## src/rtl/pc_pkg.sv

```systemverilog
// rtl/pc_pkg.sv - shared constants and next-PC select encoding for pc_unit
package pc_pkg;

  localparam int PC_INC       = 4;
  localparam int XLEN_DEFAULT = 32;

  typedef enum logic [2:0] {
    NPC_SEQ,
    NPC_BR,
    NPC_JMP,
    NPC_JR,
    NPC_RET
  } npc_sel_e;

endpackage

```

## src/rtl/ras_stack.sv

```systemverilog
// rtl/ras_stack.sv - circular return-address stack with saturating count and sticky overflow
module ras_stack
  import pc_pkg::*;
#(
  parameter int XLEN  = XLEN_DEFAULT,
  parameter int DEPTH = 4
) (
  input  logic            clk,
  input  logic            rst,
  input  logic            push_i,
  input  logic            pop_i,
  input  logic [XLEN-1:0] data_i,
  output logic [XLEN-1:0] top_o,
  output logic            valid_o,
  output logic            overflow_o
);

  localparam int PW = $clog2(DEPTH);
  localparam int CW = $clog2(DEPTH + 1);

  // ptr_q points at the next free slot; the top entry lives one below it
  logic [XLEN-1:0] mem_q [DEPTH];
  logic [PW-1:0]   ptr_q;
  logic [CW-1:0]   cnt_q;
  logic            ovf_q;
  logic [PW-1:0]   top_idx;
  logic            pop_eff;

  assign top_idx    = ptr_q - PW'(1);
  assign valid_o    = (cnt_q != '0);
  assign pop_eff    = pop_i & valid_o;
  assign top_o      = mem_q[top_idx];
  assign overflow_o = ovf_q;

  // Storage is intentionally not reset; a push-with-pop rewrites the top in place
  always_ff @(posedge clk) begin
    if (push_i) begin
      if (pop_eff) mem_q[top_idx] <= data_i;
      else         mem_q[ptr_q]   <= data_i;
    end
  end

  // Pointer, occupancy and sticky overflow; a full push wraps over the oldest entry
  always_ff @(posedge clk or posedge rst) begin
    if (rst) begin
      ptr_q <= '0;
      cnt_q <= '0;
      ovf_q <= 1'b0;
    end else if (push_i && !pop_eff) begin
      ptr_q <= ptr_q + PW'(1);
      if (cnt_q == CW'(DEPTH)) ovf_q <= 1'b1;
      else                     cnt_q <= cnt_q + CW'(1);
    end else if (pop_eff && !push_i) begin
      ptr_q <= top_idx;
      cnt_q <= cnt_q - CW'(1);
    end
  end

endmodule

```

## src/rtl/pc_unit.sv

```systemverilog
// rtl/pc_unit.sv - registered MIPS-32 fetch PC with branch/jump/jr/return select; RAS under PC_RAS_EN
module pc_unit
  import pc_pkg::*;
#(
  parameter int              XLEN         = XLEN_DEFAULT,
  parameter logic [XLEN-1:0] RESET_VECTOR = '0,
  parameter int              RAS_DEPTH    = 4
) (
  input  logic            clk,
  input  logic            reset,
  input  logic            stall,
  input  logic            branch_taken,
  input  logic [15:0]     br_offset,
  input  logic            jump,
  input  logic [25:0]     jump_target,
  input  logic            jr,
  input  logic [XLEN-1:0] jr_addr,
  input  logic            call,
  input  logic            ret,
  output logic [XLEN-1:0] pc,
  output logic [XLEN-1:0] pc_plus4,
  output logic [XLEN-1:0] ret_pred,
  output logic            ret_valid,
  output logic            ras_overflow
);

  logic [XLEN-1:0] pc_q, pc_d;
  logic [XLEN-1:0] br_tgt, jmp_tgt, jr_tgt;
  logic [XLEN-1:0] ras_top;
  logic            ras_valid, ras_ovf;
  logic            ret_take;
  npc_sel_e        sel;

  // jr targets are word aligned, so the low address bits never matter
  logic unused_jr_lo;
  assign unused_jr_lo = ^jr_addr[1:0];

  assign pc_plus4 = pc_q + XLEN'(PC_INC);
  assign br_tgt   = pc_plus4 + {{(XLEN-18){br_offset[15]}}, br_offset, 2'b00};
  assign jmp_tgt  = {pc_plus4[XLEN-1:28], jump_target, 2'b00};
  assign jr_tgt   = {jr_addr[XLEN-1:2], 2'b00};

`ifdef PC_RAS_EN
  // The stack sees the raw ret; it drops the pop itself when empty, and pops even if jr wins
  ras_stack #(
    .XLEN  (XLEN),
    .DEPTH (RAS_DEPTH)
  ) u_ras (
    .clk        (clk),
    .rst        (reset),
    .push_i     (call & ~stall),
    .pop_i      (ret & ~stall),
    .data_i     (pc_plus4),
    .top_o      (ras_top),
    .valid_o    (ras_valid),
    .overflow_o (ras_ovf)
  );
  assign ret_take = ret & ras_valid;
`else
  localparam int unused_ras_depth = RAS_DEPTH;
  logic unused_ras_ctl;
  assign unused_ras_ctl = call ^ ret;
  assign ras_top   = '0;
  assign ras_valid = 1'b0;
  assign ras_ovf   = 1'b0;
  assign ret_take  = 1'b0;
`endif

  assign ret_pred     = ras_top;
  assign ret_valid    = ras_valid;
  assign ras_overflow = ras_ovf;
  assign pc           = pc_q;

  // Redirect priority: jr, predicted return, jump, branch, then fall-through
  always_comb begin
    sel = NPC_SEQ;
    if (jr)                sel = NPC_JR;
    else if (ret_take)     sel = NPC_RET;
    else if (jump)         sel = NPC_JMP;
    else if (branch_taken) sel = NPC_BR;
  end

  // Target mux for the selected source
  always_comb begin
    pc_d = pc_plus4;
    case (sel)
      NPC_JR:  pc_d = jr_tgt;
      NPC_RET: pc_d = ras_top;
      NPC_JMP: pc_d = jmp_tgt;
      NPC_BR:  pc_d = br_tgt;
      default: pc_d = pc_plus4;
    endcase
  end

  // PC register; stall holds the current fetch address
  always_ff @(posedge clk or posedge reset) begin
    if (reset)       pc_q <= RESET_VECTOR;
    else if (!stall) pc_q <= pc_d;
  end

endmodule

```

## config.mk

```make
export PLATFORM = sky130hd
export DESIGN_NAME = pc_unit
export DESIGN_NICKNAME = d
export VERILOG_FILES = /design/src/rtl/pc_pkg.sv /design/src/rtl/ras_stack.sv /design/src/rtl/pc_unit.sv
export SDC_FILE = /design/constraint.sdc
export NUM_CORES = 1
export LEC_CHECK = 0
export ABC_CLOCK_PERIOD_IN_PS = 6500
export CAP_MARGIN = 30
export CORE_ASPECT_RATIO = 0.5
export CORE_MARGIN = 2
export CORE_UTILIZATION = 25
export CTS_BUF_LIST = sky130_fd_sc_hd__clkbuf_8
export DETAILED_ROUTE_END_ITERATION = 12
export GPL_TIMING_DRIVEN = 0
export REMOVE_ABC_BUFFERS = 1
export SYNTH_ARGS = -nofsm -noshare
export SYNTH_HDL_FRONTEND = slang
export SYNTH_HIERARCHICAL = 1
export SYNTH_SLANG_ARGS = --single-unit
```

## constraint.sdc

```tcl
create_clock -name clk -period 6.5 [get_ports clk]
set_input_delay 1.625 -clock clk [delete_from_list [all_inputs] [get_ports clk]]
set_output_delay 1.625 -clock clk [all_outputs]
set_load 0.02 [all_outputs]
```

==> results by stage, run 1 <==
Worst setup path:
- The critical path's largest stage delay is 0.65 ns.
- The worst endpoint data arrival time is 3.74 ns.
- Among all stages on the critical path, the largest delay is contributed by clkdlybuf4s50_1.
- In this run the critical register-to-register path is launched from pc[2]$_DFFE_PP0N_.
- The critical path endpoint category is an output pin.
- The setup slack of the most critical reg-to-reg path is 1.95 ns.
- For the worst flop-to-flop path, the logic depth is 14.
- The reg-to-reg critical path endpoint is pc[31]$_DFFE_PP0N_.
- The required time at the endpoint of the critical path is 4.88 ns.
- The worst setup path is of the flop to output pin kind.
- The cell type with the highest occurrence count on the critical path is nand4_1.
- Walking the worst path, the cells encountered are ha_1, nand4_1, nor2_1, nand4_1, nor3_1, xor2_1, clkdlybuf4s50_1.
- Counting both buffers and inverters, the worst setup path holds a total of 1.
- In this run the worst path has a maximum fanout of 7.
- The critical path startpoint category is a flop.
- Among cell families on the critical path, the largest total delay comes from simple AND/OR/NAND/NOR gates.

Min path:
- The worst hold path begins at pc[17]$_DFFE_PP0N_.
- The min-delay analysis places its worst path in the category flop to flop.
- The worst hold path terminates at pc[17]$_DFFE_PP0N_.
- Along the worst hold path, the cell count comes to 1.

Pwr:
- The internal power consumption is about 620 uW.
- The leakage component of the power is 2.39 nW.
- The net switching fraction of the power is 46.3%.
- The portion of total power attributed to the clock network is 14.5%.
- Across the VDD grid, the largest voltage drop is ~0.000085 V.
- The share of total power dissipated in combinational logic is 62.6%.
- The total power is 1.15 mW.
- In this run the power spent charging and discharging nets is 535 uW.
- Registers are responsible for 22.8% of the overall power.
- Dividing total power by cell area gives a power density of 198 nW/um^2.

Floorplan:
- The die extent in y is about 97 um.
- For this configuration, the core starts out at a cell density of between 20% and 30%.
- In this run the core area contains 33 standard-cell rows.
- 180 I/O pins were placed.
- The horizontal extent of the die is roughly 190 um.
- The area of the placeable core is around 17000 um^2.
- The die outline area is around 18000 um^2.

CTS:
- The later pin in the worst-skew pair is clocked with a latency of 0.29 ns.
- The root buffer cell chosen for the clock tree is clkbuf_8.
- The clock tree from TritonCTS is yes.
- After clock tree synthesis, the setup repair step added 0 buffers.
- The count of H-tree levels built during CTS is 2.
- The maximum clock insertion buffer count is 2.
- CTS saw 30 sinks.
- In this run, CTS created clock tree buffers numbering 5.
- After clock tree synthesis, the flow added hold-fix buffers numbering 0.
- The clock transition at the registers of the reported paths is about 0.080 ns.
- After clock tree synthesis, the repair step resized 0 gates.

STA:
- The final max-slew violation count was 0.
- The final critical path takes up a little over 80% of the cycle.
- The slew at the pin with the worst max-slew slack is between 0.9 and 1 ns.
- Timing would allow up to between 150 and 200 MHz.
- In the final timing run, aggregate negative setup slack is 0 ns.
- Setup repair after global routing left no endpoint under its margin.
- The hold violation count in the final report is 0.
- The worst clock skew is 0.0136 ns.
- The routed design could run at a clock period as short as approximately 5.4 ns.
- The worst pin sits at a relative slew slack of between 30 and 40%.
- The number of failing setup endpoints in the final timing report is 0.

Logic synthesis:
- For this run, the register share of the synthesized area comes to between 10% and 20%.
- The async set or reset register ratio after synthesis is 100%.
- Counting flops and latches in the post-synthesis netlist gives 30.
- The gate count after technology mapping is approximately 600.
- Summed over its instances, the top area cell type makes up between 15 and 20% of the synthesized netlist area.
- The largest area contributor in the synthesized netlist is dfrtp_1.
- In this run the mean area of a mapped cell was 7.28 um^2.
- In this run, distinct cell masters in the synthesized netlist total 60.
- Yosys printed 6 warnings.
- Sorting the synthesized cells by area gives the leading types as dfrtp_1 18%, ha_1 9.9%, buf_4 6.8%.
- The dominant register cell in the synthesized netlist is dfrtp_1.
- The synthesized area is around 4300 um^2.
- Counting flops with a built-in enable in the synthesized netlist gives 0.

Final layout:
- The number of flip-flops under the largest register name is 30.
- The growth of design area from synthesis to finish is 36.0%.
- The number of nets in the layout is between 800 and 900.
- Leaving out fill and tap cells, the most frequent cell in the layout is clkdlybuf4s50_1.
- Leaving out fill and tap cells, the most frequent cells in the layout are 135 x clkdlybuf4s50_1, 58 x a21oi_1, 55 x nor2_1, 54 x nand2_1, 38 x conb_1.
- Cells with a size suffix above 1 make up ~4% of the layout.
- The antenna diode instance count is 0.
- The number of non-filler instances in the completed layout is 930.

Placement:
- The final RePlAce weighted congestion is around 0.85.
- The count of input and output buffers is 137.
- The cell total after placement is 922.
- Detailed placement finished with a half-perimeter wire length of 12300 um.

Drt:
- After detailed routing, the number of vias per cell comes to 5.02.
- The initial detailed-routing violation count is 319.
- In this run the remaining antenna-violating nets after routing total 0.
- The wire length reported by the detailed router is 15900 um.
- Before antenna repair, the detailed router went through 5 iterations.
- The post-detailed-route wirelength per cell is 17.1 um.
- For this run, design rule violations remaining after detail routing come to 0.
- The count of vias placed by the detailed router is approximately 4700.

Global routing:
- The wire length of the first global-routing pass is between 20000 and 25000 um.
- The number of global-route vias before repair is 4550.
- The global-route usage over all layers is 17.1%.
- The pin count of the biggest net entering global routing is 55.
- The number of antenna violations at the first check in global routing was 0.
- Summed over all layers, the global routing overflow is 0.

Outcome:
- The flow ran to the end, and the final reports show no timing, DRC or antenna violations.

Flow run:
- Max-cap violations in this run came to 0.
cells by family after synthesis:
kind of cell / synth area share, %
muxes: 0.964
xor gates and xnor gates: 10.0
other: 0.0876
buffers and inverters: 11.6
DFF: 17.5
adders and majority gates: 10.4
AOI/OAI and AO/OA: 28.9
and+or+nand+nor: 20.5
how the worst max path moves through the flow:
stage | startpoint | to | cells past startpoint
after CTS | pc[2]$_DFFE_PP0N_ | pc_plus4[30] | 7
after global placement | jr | pc[25]$_DFFE_PP0N_ | 7
after global routing | pc[2]$_DFFE_PP0N_ | pc_plus4[30] | 7
after floorplan | pc[2]$_DFFE_PP0N_ | pc[31]$_DFFE_PP0N_ | 14
final | pc[2]$_DFFE_PP0N_ | pc_plus4[30] | 7
after detailed placement | pc[2]$_DFFE_PP0N_ | pc_plus4[30] | 7
synthesized netlist by cell type (all sizes together), types with 2 or more instances:
library cell  count
nand3            21
ha               34
nand2            54
nor2             55
o221a             2
o211ai            6
buf              45
nand4            14
a31oi             7
o22ai            11
a2111oi           3
o21ai            42
or2               3
xnor2            29
o21a              6
and3              6
dfrtp            30
and2              2
a21o             14
clkbuf           26
o31ai             5
mux2i             3
nand2b            5
nor3             12
a221oi            4
a31o              3
nor2b             5
xor2             20
inv              21
a22oi             6
a21oi            59
a211oi           11
o221ai            3
and4              4
power by group through the flow:
stage | clock network, mW | registers, mW | logic, mW
6_report | 0.168 | 0.264 | 0.723
5_1_grt | 0.178 | 0.269 | 0.787
4_1_cts | 0.170 | 0.263 | 0.721
3_5_place_dp | 0 | 0.266 | 0.717
3_3_place_gp | 0 | 0.265 | 0.708
2_1_floorplan | 0 | 0.287 | 0.408
final cells by class:
class                   count  area [um^2]
clock buffers               6         82.6
clock inverters             2         8.76
fillers                  1733        10700
inverters                  21         78.8
multi-input cells         503         3170
flip-flops and latches     30          751
well taps                 227          284
repair buffers            141         1440
through the flow:
stage / hold slack (ns) / setup slack [ns] / utilization [%] / cell area [um^2]
final: 0.580 / 1.14 / 35.2 / 5820
after global routing: 0.603 / 0.992 / 35.2 / 5820
after CTS: 0.577 / 1.18 / 35.2 / 5820
after detailed placement: 0.558 / 1.52 / 34.6 / 5730
after global placement: 0.549 / 0.629 / 34.2 / 5660
after floorplan: 0.629 / 2.41 / - / 4000
routing by layer:
layer | up-vias | wire, um | track usage (%) | part of all wire, %
met5 | - | 0 | 0 | 0
met4 | 0 | 212 | 4.23 | 1.3
met3 | 20 | 583 | 1.73 | 3.7
met2 | 133 | 7930 | 31.4 | 50
met1 | 2241 | 7160 | 21.7 | 45
li1 | 2279 | - | - | -
Note: power is estimated with default switching activity, not from simulation.
==> run 2, diff against run 1 <==
- ABC_CLOCK_PERIOD_IN_PS: 6500 -> 4980
- clock period: 6.5 -> 4.98 ns (I/O delays scaled with it)
==> results by stage, run 2 (same netlist as run 1, synthesis figures left out) <==
CTS:
- In this run the deepest clock path goes through 2 buffers.
- The H-tree was split into 2 levels.
- The quantity of hold-fixing buffers added after cts is 0.
- The worst-skew pair later-pin latency is ~0.30 ns.
- The clock tree from TritonCTS is yes.
- The CTS buffer count is 5.
- Once the clock tree was built, the setup fixing pass inserted 0 buffers.
- The clock net in this run drives a total of 30 sinks.
- In this run, post-CTS repair resized a total of 0 instances.
- After clock tree synthesis, the clock-pin slew on the worst setup and hold paths is approximately 0.080 ns.
- The library cell used as clock root buffer is clkbuf_8.

Drt:
- For this run, the detailed router's first-pass iteration total came to 4.
- The wire length reported by the detailed router is 15900 um.
- Once detail routing completed, the nets flagged for antenna violations numbered 0.
- The number of vias per cell after detailed routing is 4.99.
- Summing over every cut layer, the via total after detailed routing is 4643.
- The initial detailed-routing violation count is 327.
- The number of DRC violations after detailed routing is 0.
- The post-detailed-route wirelength per cell is approximately 17 um.

Pwr:
- The worst-case IR drop observed on VDD is 0.000112 V.
- The leakage component of the power is 2.39 nW.
- The total power is 1.51 mW.
- The power per cell area is 259 nW/um^2.

Flow run:
- The number of maximum-capacitance constraint violations is 0.

STA:
- For this run, the top clock speed supported by timing is ~210 MHz.
- The worst hold margin is 0.579 ns.
- The worst path meets setup with 0.180 ns of slack.
- Setup violations remaining at the end of the flow were counted as 0.
- The slew at the pin with the worst max-slew slack is a little under 1 ns.
- The worst clock skew is 0.0140 ns.
- Setup repair after global routing left no endpoint under its margin.
- The setup TNS is 0 ns.
- In this run the tightest slew margin relative to its limit is between 30% and 40%.
- The final max-slew violation count is 0.
- The hold violation count in the final report is 0.
- The final critical path takes up 96.4% of the cycle.
- Counting I/O delays and the setup requirement, the final critical path takes 4.80 ns.

Worst setup path:
- Along the worst path, the maximum fanout reaches 7.
- The critical path startpoint category is a flop.
- The worst setup path is captured at an output pin.
- For the worst setup path, the data arrival time is 3.55 ns.
- At the worst endpoint, the required time is 3.73 ns.
- The critical path is of the flop to output pin type.

Final layout:
- The number of nets in the layout is roughly 820.
- In the layout the commonest cells are 135 x clkdlybuf4s50_1, 58 x a21oi_1, 54 x nand2_1, 54 x nor2_1, 38 x conb_1.
- Summing all non-filler instances in the final layout gives an area of 5830 um^2.
- The leading cell type in the layout, fill and taps excluded is clkdlybuf4s50_1.
- The register with the most flip-flops in the layout has 30 of them.
- The antenna diode instance count is 0.
- The fraction of final layout cells with drive strength greater than 1 is 4.13%.
- The growth of design area from synthesis to finish is 36.0%.

Floorplan:
- The die is 96.6 um tall.
- Once the floorplan was initialized, standard cells occupied 25.9% of the core.
- The area of the placeable core is around 17000 um^2.
- The floorplan step defined a die boundary enclosing between 15000 and 20000 um^2.
- From left edge to right edge, the die measures between 150 and 200 um.
- The row count is 33.
- The number of I/O pins is 180.

Placement:
- The count of input and output buffers is 137.
- The final RePlAce weighted congestion is ~0.85.
- After legalization and detailed placement, the total HPWL measured 12300 um.
- The post-placement setup slack is 0.383 ns.
- In this run the cell area measured after placement is 5730 um^2.

Global routing:
- The first global-routing pass estimated 24600 um of wire.
- Global routing consumed, over all layers together, between 10% and 20% of the routing resources.
- Summed over all layers, the global routing overflow is 0.
- The number of global-route vias before repair was 4550.
- Entering global routing, the biggest net connects 55 pins.
- The number of antenna violations at the first check in global routing is 0.

Min path:
- The path type of the worst min-delay path is flop to flop.

Outcome:
- The flow ran to the end, and the final reports show no timing, DRC or antenna violations.
==> run 2: cell counts in the layout (fill, tap and decap cells not counted) <==
No cell type changed its count.
==> run 2: metal layers <==
metal,vias to the layer above,GRT usage (%),wire (um)
met3,20,1.73,650
met2,129,31.4,7880
met1,2218,21.7,7130
li1,2276,-,-
met4,0,4.23,215
met5,-,0,0
==> run 2: worst paths after layout <==
| kind | startpoint | to | slack, ns | depth (start not counted) |
|---|---|---|---|---|
| setup / recovery | pc[2]$_DFFE_PP0N_ | pc_plus4[30] | 0.18 | 7 |
| hold reg to reg | pc[17]$_DFFE_PP0N_ | pc[17]$_DFFE_PP0N_ | 0.58 | 1 |
| max in group asynchronous | reset | pc[9]$_DFFE_PP0N_ | 3.06 | 3 |
| min in group asynchronous | reset | pc[2]$_DFFE_PP0N_ | 1.37 | 2 |
| setup reg to reg | pc[2]$_DFFE_PP0N_ | pc[31]$_DFFE_PP0N_ | 0.59 | 14 |
| hold / removal | pc[17]$_DFFE_PP0N_ | pc[17]$_DFFE_PP0N_ | 0.58 | 1 |
==> run 2: worst max-delay path, stage by stage, from the launching register on <==
cell	delay (ns)
dfrtp_1	0.46
ha_1	0.31
nand4_1	0.23
nor2_2	0.38
nand4_1	0.38
nor3_1	0.55
xor2_1	0.30
clkdlybuf4s50_1	0.65
==> run 2: per-stage QoR <==
step | std cells | util, %
5_1_grt | 930 | 35.2
3_3_place_gp | 918 | 34.2
2_1_floorplan | 554 | -
6_report | 930 | 35.2
3_5_place_dp | 922 | 34.6
4_1_cts | 930 | 35.2
==> run 2: power by group <==
part / switching, mW / internal [mW] / total, mW
combinational: 0.523 / 0.420 / 0.943
sequential: 0.0656 / 0.279 / 0.344
clock: 0.109 / 0.110 / 0.219
==> run 2: cell type report <==
| cell class | count | area [um^2] |
|---|---|---|
| Inverter | 21 | 78.8 |
| Timing Repair Buffer | 141 | 1440 |
| Sequential cell | 30 | 751 |
| Multi-Input combinational cell | 503 | 3180 |
| Clock buffer | 6 | 82.6 |
| Clock inverter | 2 | 8.76 |
| Tap cell | 227 | 284 |
| Fill cell | 1732 | 10700 |
==> run 3, diff against run 2 <==
- ABC_CLOCK_PERIOD_IN_PS: 4980 -> 4700
- GPL_TIMING_DRIVEN: 0 -> not set
- clock period: 4.98 -> 4.7 ns (I/O delays scaled with it)
==> results by stage, run 3 (same netlist as run 1, synthesis figures left out) <==
Floorplan:
- The number of I/O pins is 180.
- The effective utilization at floorplan is between 20 and 30%.
- The core region is 16600 um^2.
- The die extent in y is 96.6 um.
- In this run the horizontal extent of the chip is roughly 190 um.
- The row count is 33.
- The die outline area is 18300 um^2.

Pwr:
- The leakage component of the power is 2.42 nW.
- The power per cell area is 273 nW/um^2.
- The peak supply drop is 0.000106 V.

STA:
- At the pin with the least slew margin, the transition time is roughly 1 ns.
- Setup repair after global routing left no endpoint under its margin.
- The setup TNS is 0 ns.
- The hold violation count in the final report is 0.
- Setup violations remaining at the end of the flow were counted as 0.
- The worst path meets setup with 0.231 ns of slack.
- The final max-slew violation count came to 0.
- The worst clock skew is ~0.01 ns.
- The time the worst path needs with I/O delays and setup is 4.47 ns.
- Derived from the worst setup path, the maximum achievable clock frequency is 224 MHz.
- Measured against its own limit, the worst slew margin works out to between 30% and 40%.
- The post-route fraction of the period consumed by the critical path is between 90 and 100%.

Final layout:
- The repair_antennas step left the layout with diodes totalling 0.
- The number of flip-flops under the largest register name is 30.
- The fraction of final layout cells with drive strength greater than 1 is 5.60%.
- The growth of design area from synthesis to finish is 36.7%.
- The final core utilization is 35.4%.
- The top cell types in the final layout, fill and taps aside, are 135 x clkdlybuf4s50_1, 58 x a21oi_1, 54 x nand2_1, 54 x nor2_1, 38 x conb_1.
- The leading cell type in the layout, fill and taps excluded is clkdlybuf4s50_1.
- After the last flow step, the layout net total stands at 830.

Drt:
- In this run the remaining antenna-violating nets after routing total 0.
- The total met2 wirelength after detailed routing is 7750 um.
- Summing over every cut layer, the via total after detailed routing is between 4000 and 5000.
- After detailed routing, the total wire length is 15900 um.
- After detailed routing, the met3 layer carries 752 um of wire.
- The first TritonRoute pass finished after 5 iterations.
- Dividing the detail-routed wire length by the instance count gives 16.9 um.
- The first routing iteration left 462 violations.
- The post-route met1 wirelength is 7200 um.
- The highest metal layer carrying signal wires in the routed design is met4.
- The number of vias per cell after detailed routing is a little over 5.
- For this run, design rule violations remaining after detail routing come to 0.

Worst setup path:
- For the worst flop-to-flop path, the logic depth is 14.
- The required time at the endpoint of the critical path is 3.52 ns.
- In this run the worst path has a maximum fanout of 6.
- On the worst path, the slowest cell contributes a delay of 0.65 ns.
- The reg-to-reg critical path endpoint is pc[31]$_DFFE_PP0N_.
- Counting stages on the worst path, the most repeated cell is nand4_1.
- The worst setup path is captured at an output pin.
- The critical path goes through ha_1, nand4_1, nor2_2, nand4_1, nor3_1, buf_4, xor2_1, clkdlybuf4s50_1.
- The worst endpoint data arrival time is approximately 3.3 ns.
- The critical path in this run is classified as flop to output pin.
- The critical path contains buffers and inverters numbering 2 combined.
- The cell family contributing the most delay on the critical path is simple AND/OR/NAND/NOR gates.
- STA classifies the critical path startpoint as a flop.
- In this run the register-to-register setup slack is 0.53 ns.
- In this run the critical register-to-register path is launched from pc[2]$_DFFE_PP0N_.
- Among all stages on the critical path, the largest delay is contributed by clkdlybuf4s50_1.

Outcome:
- The run finished with clean final reports.

CTS:
- In this run, post-CTS hold repair placed 0 buffers.
- The tree is rooted in a clkbuf_8.
- The maximum clock insertion buffer count is 2.
- The clock tree from TritonCTS is yes.
- The clock drives 30 sinks.
- The later pin in the worst-skew pair is clocked with a latency of approximately 0.31 ns.
- The clock transition at the registers of the reported paths is around 0.070 ns.
- TritonCTS created 5 clock buffers.
- CTS built an H-tree with a depth of 2.

Placement:
- The count of input and output buffers is 137.
- The half-perimeter wire length after detailed placement is roughly 12000 um.
- The post-placement setup slack is between 0.4 and 0.5 ns.
- Routability-driven placement finished with a final weighted congestion of 0.863.

Flow run:
- The tool flagged a number of max-cap violations equal to 0.

Min path:
- The worst hold path begins at pc[17]$_DFFE_PP0N_.
- The hold path depth is 1.
- The worst hold path terminates at pc[17]$_DFFE_PP0N_.
- In this run the worst hold path is classified as flop to flop.

Global routing:
- The total grt overflow is 0.
- The number of global-route vias before repair is 4497.
- The wire length of the first global-routing pass is approximately 25000 um.
- The number of antenna violations at the first check in global routing was 0.
- The global-route usage over all layers is 17.1%.
- The pin count of the biggest net entering global routing is 48.
==> run 3: cell count changes in the layout (fill, tap and decap cells not counted) <==
cell / delta
buf_4: +14
buf_16: -2
buf_12: -1
==> run 3: through the flow <==
| step | cell area, um^2 | hold WS, ns | power (mW) | cells |
|---|---|---|---|---|
| after detailed placement | 5760 | 0.551 | 1.36 | 933 |
| final | 5860 | 0.570 | 1.60 | 941 |
| after global placement | 5760 | 0.541 | 1.35 | 933 |
| after global routing | 5860 | 0.598 | 1.71 | 941 |
| after CTS | 5850 | 0.571 | 1.60 | 941 |
| after floorplan | 4000 | 0.629 | 0.962 | 554 |
==> run 3: cell type report <==
class,count,area (um^2)
multi-input combinational,503,3180
clock inverter,2,8.76
timing repair buffer,152,1470
clock buffer,6,82.6
tap,227,284
sequential,30,751
fill,1721,10700
inverter,21,78.8
==> run 3: worst max-delay path by stage <==
| stage | startpoint | to | slack, ns | cells past startpoint |
|---|---|---|---|---|
| 2_1_floorplan | pc[2]$_DFFE_PP0N_ | pc[31]$_DFFE_PP0N_ | 0.61 | 14 |
| 3_3_place_gp | pc[2]$_DFFE_PP0N_ | pc_plus4[30] | 0.40 | 8 |
| 3_5_place_dp | br_offset[0] | pc[24]$_DFFE_PP0N_ | 0.41 | 14 |
| 4_1_cts | pc[2]$_DFFE_PP0N_ | pc_plus4[30] | 0.10 | 8 |
| 5_1_grt | pc[2]$_DFFE_PP0N_ | pc_plus4[30] | 0.07 | 8 |
| 6_report | pc[2]$_DFFE_PP0N_ | pc_plus4[30] | 0.23 | 8 |
==> run 3: layer usage <==
layer | GRT usage (%) | up-vias
li1 | - | 2304
met1 | 22.8 | 2305
met2 | 29.9 | 151
met3 | 1.84 | 18
met4 | 4.49 | 0
met5 | 0 | -
==> run 3: repair_timing <==
action | 4_1_cts | 5_1_grt
gates resized for setup | 0 | 1
buffers inserted | 0 | 0
endpoints found under the setup margin | 0 | 1
==> run 3: report_power, final <==
part | total (mW) | leakage (nW) | internal (mW) | switching (mW)
combinational | 1.00 | 2.02 | 0.448 | 0.556
clock | 0.235 | 0.0524 | 0.116 | 0.118
sequential | 0.364 | 0.354 | 0.295 | 0.0685
